<file path="src/rtl/core_bus_arbiter.sv">
// core_bus_arbiter: merges the core's instruction-fetch (i_*) and data (d_*) request ports
// onto a single memory request channel (m_*).
//
// Only one transaction is outstanding at a time. When both sides are valid together, the
// grant goes to the side that did not win last time. Every m_* output comes straight from a
// register; no i_*/d_* input reaches m_* through combinational logic. Each response goes
// back to its owner as a one-cycle addr_ok/data_ok pulse.
//
// Ports
//   clk, reset        clock; synchronous active-low reset
//   i_valid, i_addr   fetch request, held until i_data_ok
//   i_addr_ok         fetch accepted, pulses together with i_data_ok
//   i_data_ok, i_data fetch response (INSTR_W word selected by address bit 2)
//   d_valid, d_addr   data request, held until d_data_ok
//   d_size, d_strobe  access size code and byte enables (all-zero strobe = read)
//   d_wdata           store data (d_data is the load-data output)
//   d_addr_ok         data accepted, pulses together with d_data_ok
//   d_data_ok, d_data data response (full memory word)
//   m_valid .. m_wdata registered memory request
//   m_ready, m_rdata  memory completion and read data
module core_bus_arbiter #(
  parameter int unsigned ADDR_W  = 64,
  parameter int unsigned DATA_W  = 64,
  parameter int unsigned INSTR_W = 32
) (
  input  logic                  clk,
  input  logic                  reset,
  // instruction side
  input  logic                  i_valid,
  input  logic [ADDR_W-1:0]     i_addr,
  output logic                  i_addr_ok,
  output logic                  i_data_ok,
  output logic [INSTR_W-1:0]    i_data,
  // data side
  input  logic                  d_valid,
  input  logic [ADDR_W-1:0]     d_addr,
  input  logic [2:0]            d_size,
  input  logic [DATA_W/8-1:0]   d_strobe,
  input  logic [DATA_W-1:0]     d_wdata,
  output logic                  d_addr_ok,
  output logic                  d_data_ok,
  output logic [DATA_W-1:0]     d_data,
  // memory side
  output logic                  m_valid,
  output logic                  m_is_write,
  output logic [ADDR_W-1:0]     m_addr,
  output logic [2:0]            m_size,
  output logic [DATA_W/8-1:0]   m_strobe,
  output logic [DATA_W-1:0]     m_wdata,
  input  logic                  m_ready,
  input  logic [DATA_W-1:0]     m_rdata
);

  typedef enum logic [1:0] {StIdle, StReq, StDone} state_e;

  state_e                state_q, state_d;
  logic                  last_d_q, last_d_d;    // 1: previous grant went to the data side
  logic                  owner_d_q, owner_d_d;  // 1: data side owns the current transaction
  logic                  m_valid_q, m_valid_d;
  logic                  m_is_write_q, m_is_write_d;
  logic [ADDR_W-1:0]     m_addr_q, m_addr_d;
  logic [2:0]            m_size_q, m_size_d;
  logic [DATA_W/8-1:0]   m_strobe_q, m_strobe_d;
  logic [DATA_W-1:0]     m_wdata_q, m_wdata_d;
  logic                  i_ok_q, i_ok_d;
  logic                  d_ok_q, d_ok_d;
  logic [INSTR_W-1:0]    i_data_q, i_data_d;
  logic [DATA_W-1:0]     d_data_q, d_data_d;
  logic                  grant_i, grant_d;

  always_comb begin
    state_d      = state_q;
    last_d_d     = last_d_q;
    owner_d_d    = owner_d_q;
    m_valid_d    = m_valid_q;
    m_is_write_d = m_is_write_q;
    m_addr_d     = m_addr_q;
    m_size_d     = m_size_q;
    m_strobe_d   = m_strobe_q;
    m_wdata_d    = m_wdata_q;
    i_ok_d       = 1'b0;
    d_ok_d       = 1'b0;
    i_data_d     = i_data_q;
    d_data_d     = d_data_q;
    grant_i      = 1'b0;
    grant_d      = 1'b0;

    unique case (state_q)
      StIdle: begin
        // On a tie the side that lost last time wins.
        grant_d = d_valid & (~i_valid | ~last_d_q);
        grant_i = i_valid & ~grant_d;
        if (grant_d) begin
          m_is_write_d = |d_strobe;
          m_addr_d     = d_addr;
          m_size_d     = d_size;
          m_strobe_d   = d_strobe;
          m_wdata_d    = d_wdata;
        end else if (grant_i) begin
          m_is_write_d = 1'b0;
          m_addr_d     = i_addr;
          m_size_d     = 3'b010;
          m_strobe_d   = '0;
          m_wdata_d    = '0;
        end
        if (grant_d || grant_i) begin
          state_d   = StReq;
          m_valid_d = 1'b1;
          owner_d_d = grant_d;
          last_d_d  = grant_d;
        end
      end
      StReq: begin
        // Committed: completes even if the owner has dropped its valid.
        if (m_ready) begin
          state_d   = StDone;
          m_valid_d = 1'b0;
          if (owner_d_q) begin
            d_ok_d   = 1'b1;
            d_data_d = m_rdata;
          end else begin
            i_ok_d   = 1'b1;
            // Address bit 2 picks the upper or lower instruction word of the bus beat.
            i_data_d = m_addr_q[2] ? m_rdata[2*INSTR_W-1 -: INSTR_W]
                                   : m_rdata[INSTR_W-1:0];
          end
        end
      end
      StDone: begin
        state_d = StIdle;
      end
      default: begin
        state_d = StIdle;
      end
    endcase
  end

  always_ff @(posedge clk) begin
    if (!reset) begin
      state_q      <= StIdle;
      last_d_q     <= 1'b0;
      owner_d_q    <= 1'b0;
      m_valid_q    <= 1'b0;
      m_is_write_q <= 1'b0;
      m_addr_q     <= '0;
      m_size_q     <= '0;
      m_strobe_q   <= '0;
      m_wdata_q    <= '0;
      i_ok_q       <= 1'b0;
      d_ok_q       <= 1'b0;
      i_data_q     <= '0;
      d_data_q     <= '0;
    end else begin
      state_q      <= state_d;
      last_d_q     <= last_d_d;
      owner_d_q    <= owner_d_d;
      m_valid_q    <= m_valid_d;
      m_is_write_q <= m_is_write_d;
      m_addr_q     <= m_addr_d;
      m_size_q     <= m_size_d;
      m_strobe_q   <= m_strobe_d;
      m_wdata_q    <= m_wdata_d;
      i_ok_q       <= i_ok_d;
      d_ok_q       <= d_ok_d;
      i_data_q     <= i_data_d;
      d_data_q     <= d_data_d;
    end
  end

  assign m_valid    = m_valid_q;
  assign m_is_write = m_is_write_q;
  assign m_addr     = m_addr_q;
  assign m_size     = m_size_q;
  assign m_strobe   = m_strobe_q;
  assign m_wdata    = m_wdata_q;
  assign i_addr_ok  = i_ok_q;
  assign i_data_ok  = i_ok_q;
  assign i_data     = i_data_q;
  assign d_addr_ok  = d_ok_q;
  assign d_data_ok  = d_ok_q;
  assign d_data     = d_data_q;

endmodule

</file>
<file path="config.mk">
export PLATFORM = sky130hd
export DESIGN_NAME = core_bus_arbiter
export DESIGN_NICKNAME = d
export VERILOG_FILES = /design/src/rtl/core_bus_arbiter.sv
export SDC_FILE = /design/constraint.sdc
export NUM_CORES = 1
export LEC_CHECK = 0
export ABC_AREA = 1
export CORE_AREA = 2 2 200 202
export CTS_BUF_LIST = sky130_fd_sc_hd__clkbuf_16
export CTS_CLUSTER_SIZE = 28
export DETAILED_ROUTE_END_ITERATION = 10
export DIE_AREA = 0 0 202 204
export PLACE_DENSITY = 0.52
export SETUP_SLACK_MARGIN = 0.05
export SYNTH_ARGS = -nofsm -noshare
export SYNTH_HDL_FRONTEND = slang
export SYNTH_SLANG_ARGS = --single-unit
</file>
<file path="constraint.sdc">
create_clock -name clk -period 1.3 [get_ports clk]
set_input_delay 0.325 -clock clk [delete_from_list [all_inputs] [get_ports clk]]
set_output_delay 0.325 -clock clk [all_outputs]
set_load 0.01 [all_outputs]
</file>
* Word level (Yosys, flattened, before mapping) *
Cells that the tools add are included.

storage, ports and cells
  bits of input ports = 272
  word-level logic and storage cells = 52
  register bits after elaboration = 242

cells by class
  bitwise logic cells = 6
  reductions and logical operators = 12
  mux-type cells = 19
  equal/unequal tests = 3

operators by type and width
  cell                  count
  $mux W64              4
  $mux W32              1
  $mux W8               2
  $reduce_and A3 Y1     4
  $reduce_or A8 Y1      1
  $mux W1               6
  $mux W3               2
  $reduce_and A2 Y1     3
  $mux W2               2
  $ne A2 B2 Y1 const B  2
  $pmux W2 S2           1
  $reduce_bool A2 Y1    2
  $not A1 Y1            3
  $and A1 B1 Y1         2
  $eq A2 B1 Y1 const B  1
  $logic_not A2 Y1      1
  $pmux W1 S2           1
  $logic_or A1 B1 Y1    1
  $or A1 B1 Y1          1

* Depth between registers and ports, before layout *
Gate-level depths: netlist of run 1.

  depth in word-level cells = 8
  mapped depth = 8
  depth with buffers taken out = 6

* Worst setup path after synthesis of run 1 *
Ideal clock, no wire load.

  path kind = register -> register
  start = register m_addr_q[2], in the netlist m_addr[2]
  end = register i_data_q[13], in the netlist i_data[13]
  period minus slack after synthesis = 1.196 ns
  data required time = 1.184 ns
  path slack = 0.104 ns
  arrival time = 1.080 ns
  stages on the path, launching flop included = 6
  cells stage by stage = dfxtp_1 > buf_2 > clkbuf_1 > o21ai_0 > o21ai_0 > nor2_1

on the way
  word-level cells in the longest chain between the ends = 1

ends and longest elaborated chain
  item                    line  RTL
  from (decl)             61    logic [ADDR_W-1:0] m_addr_q, m_addr_d;
  from (signal assigned)  159   m_addr_q <= m_addr_d;
  $mux W32                124   i_data_d = m_addr_q[2] ? m_rdata[2*INSTR_W-1 -: INSTR_W]
  to (signal assigned)    165   i_data_q <= i_data_d;
  to (decl)               67    logic [INSTR_W-1:0] i_data_q, i_data_d;

Every way passes these cells.
A chain may end at the register's enable or synchronous reset.

* Final worst setup path of run 1 *
  start = register state_q[1]
  end = register m_wdata_q[38], in the netlist m_wdata[38]

on the way
  word-level cells in the longest chain between the ends = 2

ends and longest elaborated chain
  item                                line  RTL
  from (decl)                         56    state_e state_q, state_d;
  from (signal assigned)              140   state_q <= StIdle;
  from (signal assigned)              154   state_q <= state_d;
  $logic_not A2 Y1                    88    unique case (state_q)
  $reduce_and A2 Y1 (no source line)  --
  to (signal assigned)                162   m_wdata_q <= m_wdata_d;
  to (decl)                           64    logic [DATA_W-1:0] m_wdata_q, m_wdata_d;

Every way passes these cells.

==> impl_metrics.json, run 1 <==
{
  "outcome": "finished with violations",
  "violations": "negative setup slack",
  "place_worst_setup_slack_ps": -629.5,
  "cts_inserted_buffers": 30,
  "drive_above_1_share_pct": 43.11,
  "worstReg2RegStart": "state_q[1]$_SDFFE_PN0P_",
  "numPlacedInstances": 2277,
  "die-width_um": 202,
  "syn_nets": 1546,
  "yosysUniqueCellTypes": 18,
  "yosysTopAreaCellShare_pct": 51.79,
  "design.core.area_um2": 39180,
  "chipHeight_um": 204,
  "worst_pin_slew_ps": 308.6,
  "largest_net_degree_at_the_start_of_global_routing": 64,
  "drcViolationCount": 0,
  "total_of_flip_flops_plus_latches_after_synthesis": 242,
  "r2r_setup_slack_ps": -80,
  "min_path_type": "primary input to flop",
  "grt_pass1_wl_um": 60690,
  "p_comb_share_pct": 24.5,
  "final.setup.tns_ps": -9081,
  "detail_route.iter0.violations": 398,
  "slew_viol_final": 0,
  "seq_power_share_pct": 37.5,
  "synthCells": 1274,
  "final.setup.worst_slack_ps": -76.77,
  "clkLatencyLatePin_ps": 560,
  "finish.utilization_pct": 47.95,
  "wl_per_cell_um": 18.35,
  "clock.fmax_mhz": 726.3,
  "numClockSinks": 242,
  "final-instance-count-excl-fill": 2383,
  "worst_setup_path_start_kind": "flop",
  "rsz_0062_raised_after_global_routing": "yes",
  "overflow": 0,
  "min_delay_path_depth": 3,
  "power.static_leakage_nw": 7.984,
  "synth_top_area_cell": "dfxtp_1",
  "cts_tree": "built",
  "fin_crit_sh_pct": 105.9,
  "pwr-share-clk_pct": 38.0,
  "place_congestion": 0.8228,
  "cts.root.buffer_cell": "clkbuf_16",
  "final-seq-area_um2": 5167,
  "dp_hpwl_um": 27770,
  "net-switching-power_mw": 6.163,
  "track_usage_pct": 18.55,
  "sequential_share_of_the_synthesized_area_pct": 51.79,
  "slew_headroom_pct": 79.43,
  "worstHoldStart": "reset",
  "start_util_pct": 23.87,
  "finish.net_count": 2107,
  "power.density_cell_area_nw_per_um2": 1197,
  "worst_supply_voltage_drop_on_vdd_v": 0.001069,
  "worstRegToRegCells": 9,
  "post_synth.cell_area_avg_um2": 7.342,
  "clk_transition_reported_paths_ps": 60,
  "biggest_fanout_along_the_worst_timing_path": 7,
  "cp.required_ps": 1780,
  "areaGrowthSynthToFinish_pct": 100.9,
  "cp_cell_sequence": "inv_2, nand2_4, buf_6, nor2_4, buf_6, buf_6, buf_16, nand2_1, a21oi_2",
  "clock_tree.htree_level_count": 1,
  "critical_path_class": "flop to flop",
  "finalWorstPathRequiredPeriod_ps": 1377,
  "critPathMaxStageDelay_ps": 320,
  "antenna_left": 0,
  "final-hold-violation-count": 0,
  "detailed_routing_iteration_count_for_the_pre_antenna_repair_pass": 7,
  "gr-max-usage-layer": "met2",
  "dieArea_um2": 41210,
  "cpMaxStageDelayCell": "dfxtp_2",
  "timing.hold.worst_endpoint": "d_data[27]$_SDFFE_PN0P_",
  "viasPerCell": 4.471,
  "timing.final.setup_violations": 389,
  "critical-path-top-delay-family": "buffers and inverters",
  "yosysWarnings": 0,
  "core.rowCount": 73,
  "placement.io_buffers": 512,
  "grt.met1_usage_pct": 21.82,
  "finalPower_mw": 22.50,
  "synth.area.top_cells": "dfxtp_1 52%, nand2_1 13%, o21ai_0 9.9%",
  "fillCellCount": 3757,
  "internal-power_mw": 16.34,
  "gr-usage-met3_pct": 5.182,
  "worst-endpoint-arrival_ps": 1860,
  "timing.critical_path.to_type": "flop",
  "mappedNetlistArea_um2": 9354,
  "critical_path.reg2reg.endpoint": "m_wdata[38]$_SDFFE_PN0P_",
  "cp_common_cell": "buf_6",
  "drv.max_cap_violation_count": 0,
  "clock_skew_ps": 9.914,
  "multi_input_comb_area_um2": 4586,
  "dr_total_vias": 10660,
  "clock_path_buffers": 3,
  "met2_resource_use_gr_pct": 32.83,
  "n_antenna_cell": 0,
  "via_count_of_the_first_global_routing_pass": 10530,
  "grt_antenna_before_repair": 1,
  "power_switching_share_pct": 27.39,
  "detail_route.wirelength_um": 43720,
  "pin_count": 513,
  "count_of_buffering_cells_on_the_critical_path_with_inverters_included": 5
}
registers in the layout, summed over array words and instances (netlist names):
| signal | flops |
|---|---|
| m_size | 3 |
| m_strobe | 8 |
| m_wdata | 64 |
| m_addr | 64 |
| d_data | 64 |
| m_valid | 1 |
| i_addr_ok | 1 |
| m_is_write | 1 |
| state_q | 2 |
| d_addr_ok | 1 |
| owner_d_q | 1 |
| i_data | 32 |
worst max path at each step:
stage | from | slack [ps] | cells past startpoint | end
finish | state_q[1]$_SDFFE_PN0P_ | -80 | 9 | m_wdata[38]$_SDFFE_PN0P_
CTS | d_data[0]$_SDFFE_PN0P_ | -90 | 1 | d_data[0]
detailed placement | d_valid | -630 | 8 | m_addr[39]$_SDFFE_PN0P_
global route | state_q[1]$_SDFFE_PN0P_ | -140 | 9 | m_wdata[38]$_SDFFE_PN0P_
global placement | d_valid | -600 | 8 | m_addr[41]$_SDFFE_PN0P_
floorplan | m_addr[2]$_SDFFE_PN0P_ | 100 | 5 | i_data[13]$_SDFFE_PN0P_
layout by cell type (no fill, tap or decap), types with 3 or more instances in the layout:
master	Yosys	routed
inv_1	34	42
dfxtp_2	0	234
a21oi_2	0	67
o21ai_0	185	153
buf_12	0	30
nor2_1	204	173
buf_6	1	257
bufinv_16	0	5
inv_8	0	3
clkinv_1	0	4
nor2_2	1	13
buf_8	0	6
nand2_4	0	31
clkbuf_16	0	46
nand2_1	318	279
o21ai_2	0	13
a21oi_1	173	106
clkdlybuf4s50_1	0	269
inv_2	6	3
dfxtp_4	0	8
buf_16	0	7
nand2_2	1	8
buf_4	31	40
clkinv_2	0	4
o21ai_1	9	28
nor2_4	2	21
Yosys cell counts:
cell	number
o21ai_1	9
o21a_1	1
nor2_1	204
dfxtp_1	242
buf_2	20
nor2_4	2
buf_1	1
nand2_1	318
clkbuf_1	44
inv_1	34
o21ai_0	185
nand3b_1	1
buf_6	1
nor2_2	1
nand2_2	1
buf_4	31
inv_2	6
a21oi_1	173
through the flow:
step	cell area [um^2]	hold WS [ps]
2_1_floorplan	9354	459.9
3_3_place_gp	15390	446.7
3_5_place_dp	15390	452.6
4_1_cts	17670	72.46
5_1_grt	18790	88.72
6_report	18790	100.1
timing repair:
action | in CTS | in global routing
buffers inserted | 15 | 10
gates cloned | 8 | 20
endpoints found under the hold margin | 0 | 0
hold buffers | 0 | 0
pin swaps | 21 | 46
resized for setup | 1576 | 209
setup endpoints to repair | 441 | 478
routing by layer:
metal  wire (um)  vias to the layer above
met5          13                        -
met4        1119                        2
met3        3164                       59
met2       21820                      378
met1       17600                     4973
li1            -                     5243
power groups by stage:
stage | Clock [mW] | Sequential, mW | Combinational [mW]
finish | 8.56 | 8.43 | 5.51
global placement | 0 | 8.35 | 4.30
detailed placement | 0 | 8.36 | 4.31
CTS | 8.74 | 8.41 | 4.90
global route | 9.08 | 8.49 | 5.90
floorplan | 0 | 8.58 | 1.47
final cells by class:
type | instances | area share (%)
flip-flops and latches | 242 | 27.50
clock buffers | 31 | 4.128
well taps | 525 | 3.496
clock inverters | 24 | 1.225
multi-input cells | 895 | 24.40
inverters | 40 | 0.9988
repair buffers | 626 | 38.25
worst reg2reg max path, cell delays in order, from the launching register on:
cell	delay (ps)
dfxtp_2	320
inv_2	70
nand2_4	70
buf_6	120
nor2_4	130
buf_6	140
buf_6	120
buf_16	150
nand2_1	80
a21oi_2	120
cells by family (layout without fill, tap and decap cells):
group | after synthesis | count (layout) | share of synthesized area (%)
buf+inv | 137 | 721 | 7.089
compound gates | 368 | 368 | 19.72
flops | 242 | 242 | 51.79
simple gates | 527 | 527 | 21.40
No activity file was read; power rests on OpenSTA's default activity.
==> run 2, diff against run 1 <==
--- a/config.mk
+++ b/config.mk
@@ -6,6 +6,7 @@
 export NUM_CORES = 1
 export LEC_CHECK = 0
 export ABC_AREA = 1
+export ABC_CLOCK_PERIOD_IN_PS = 1300
 export CORE_AREA = 2 2 200 202
 export CTS_BUF_LIST = sky130_fd_sc_hd__clkbuf_16
 export CTS_CLUSTER_SIZE = 28
@@ -13,6 +14,7 @@
 export DIE_AREA = 0 0 202 204
 export PLACE_DENSITY = 0.52
 export SETUP_SLACK_MARGIN = 0.05
+export SKIP_LAST_GASP = 1
 export SYNTH_ARGS = -nofsm -noshare
 export SYNTH_HDL_FRONTEND = slang
 export SYNTH_SLANG_ARGS = --single-unit
==> impl_metrics.json, run 2 (same netlist as run 1, synthesis figures left out) <==
{
  "outcome": "finished with violations",
  "violations": "negative setup slack",
  "final.setup.tns_ps": -8012,
  "leading_cell_types_in_the_layout_fill_and_taps_excluded": "293 x nand2_1, 269 x clkdlybuf4s50_1, 250 x buf_6",
  "design.core.area_um2": 39180,
  "detail_route.wirelength_um": 42690,
  "holdBufCountCts": 0,
  "clkLatencyLatePin_ps": 560,
  "cts.root.buffer_cell": "clkbuf_16",
  "fin_crit_sh_pct": 107.2,
  "worstRegToRegCells": 9,
  "clock_path_buffers": 3,
  "timing.critical_path.to_type": "flop",
  "grt_antenna_before_repair": 1,
  "wl_per_cell_um": 17.97,
  "overflow": 0,
  "die-width_um": 202,
  "detail_route.iter0.violations": 364,
  "slew_viol_final": 0,
  "clock_tree.htree_level_count": 1,
  "clk_transition_reported_paths_ps": 60,
  "numClockSinks": 242,
  "pin_count": 513,
  "worst_setup_path_start_kind": "primary input",
  "rsz_0062_raised_after_global_routing": "yes",
  "timing.final.setup_violations": 382,
  "power.density_cell_area_nw_per_um2": 1214,
  "critical_path.reg2reg.endpoint": "m_wdata[38]$_SDFFE_PN0P_",
  "worstHoldStart": "reset",
  "clock.fmax_mhz": 717.7,
  "dp_hpwl_um": 27770,
  "finish.net_count": 2099,
  "drive_above_1_share_pct": 39.51,
  "grt_pass1_wl_um": 60670,
  "slew_headroom_pct": 79.08,
  "viasPerCell": 4.443,
  "track_usage_pct": 18.56,
  "place_congestion": 0.8228,
  "antenna_left": 0,
  "r2r_setup_slack_ps": -80,
  "min_path_type": "primary input to flop",
  "cts_tree": "built",
  "power.static_leakage_nw": 7.802,
  "via_count_of_the_first_global_routing_pass": 10530,
  "drcViolationCount": 0,
  "timing.hold.worst_endpoint": "d_data[27]$_SDFFE_PN0P_",
  "cts_inserted_buffers": 30,
  "numPlacedInstances": 2277,
  "n_antenna_cell": 0,
  "drv.max_cap_violation_count": 0,
  "largest_net_degree_at_the_start_of_global_routing": 64,
  "worst_pin_slew_ps": 313.8,
  "areaGrowthSynthToFinish_pct": 95.32,
  "critical_path_class": "primary input to flop",
  "worstReg2RegStart": "state_q[1]$_SDFFE_PN0P_",
  "worst_supply_voltage_drop_on_vdd_v": 0.001039,
  "core.rowCount": 73,
  "finalWorstPathRequiredPeriod_ps": 1393,
  "worst-endpoint-arrival_ps": 1840,
  "chipHeight_um": 204,
  "detailed_routing_iteration_count_for_the_pre_antenna_repair_pass": 7,
  "biggest_fanout_along_the_worst_timing_path": 20,
  "start_util_pct": 23.87,
  "final-instance-count-excl-fill": 2375,
  "dieArea_um2": 41210,
  "clock_skew_ps": 13.04,
  "min_delay_path_depth": 3,
  "most_common_cell_after_layout_fill_and_taps_aside": "nand2_1",
  "placement.io_buffers": 512,
  "cp.required_ps": 1750,
  "dr_total_vias": 10550,
  "final-hold-violation-count": 0,
  "final.setup.worst_slack_ps": -93.31
}
## run 2: cell types whose count changed in the layout (fill, tap and decap cells not counted), moves of 7 or more
cell / delta
a21oi_1: +35
a21oi_2: -35
buf_6: -7
nand2_1: +14
nand2_4: -11
nor2_1: +14
nor2_4: -12
## run 2: how the worst max path moves through the flow
stage | start | endpoint | slack, ps | depth (start not counted)
2_1_floorplan | m_addr[2]$_SDFFE_PN0P_ | i_data[13]$_SDFFE_PN0P_ | 100 | 5
3_3_place_gp | d_valid | m_addr[41]$_SDFFE_PN0P_ | -600 | 8
3_5_place_dp | d_valid | m_addr[39]$_SDFFE_PN0P_ | -630 | 8
4_1_cts | d_data[0]$_SDFFE_PN0P_ | d_data[0] | -90 | 1
5_1_grt | state_q[1]$_SDFFE_PN0P_ | m_addr[14]$_SDFFE_PN0P_ | -130 | 8
6_report | i_valid | m_addr[23]$_SDFFE_PN0P_ | -90 | 8
## run 2: what timing repair did
item,CTS,global route
pin swaps,19,22
endpoints found under the setup margin,441,479
resized for setup,1552,130
buffers inserted,15,8
cloned,8,14
## run 2: metrics by stage
step           worst slack (ps)  hold WS (ps)  util (%)  area, um^2  total power [mW]
4_1_cts                  -93.25         72.46     44.96       17620             22.00
2_1_floorplan             104.2         459.9         -        9354             10.05
5_1_grt                  -133.0         88.72     46.63       18270             23.16
3_3_place_gp             -602.0         446.7     39.28       15390             12.65
6_report                 -93.31         101.8     46.63       18270             22.17
3_5_place_dp             -629.5         452.6     39.28       15390             12.66
## run 2: area by class of cell
cell class | count | area [um^2]
inverters | 40 | 180.2
multi-input cells | 895 | 4284
clock inverters | 24 | 230.2
flip-flops and latches | 242 | 5150
well taps | 525 | 656.9
clock buffers | 31 | 775.7
repair buffers | 618 | 6993
fillers | 3828 | 20910
## run 2: where the power goes
| group | switching, mW | total [mW] | internal (mW) | leakage (nW) |
|---|---|---|---|---|
| Combinational | 2.33 | 5.21 | 2.88 | 5.19 |
| Sequential | 0.371 | 8.42 | 8.05 | 2.08 |
| Clock | 3.29 | 8.54 | 5.25 | 0.528 |
| Total | 5.99 | 22.2 | 16.2 | 7.80 |
## run 2: per-layer routing
| layer | wire (um) | share of wire (%) | global-route usage, % |
|---|---|---|---|
| met1 | 17160 | 40 | 21.72 |
| met2 | 21360 | 50 | 33.10 |
| met3 | 3046 | 7.1 | 5.166 |
| met4 | 1106 | 2.6 | 5.226 |
| met5 | 13 | 0.030 | 0 |
## run 2: worst max-delay path, cell delays in order
cell,delay [ps]
clkdlybuf4s50_1,590
nor2_2,80
nor2_4,200
buf_12,190
buf_12,160
nand2_1,60
a21oi_1,150
nor2_1,60
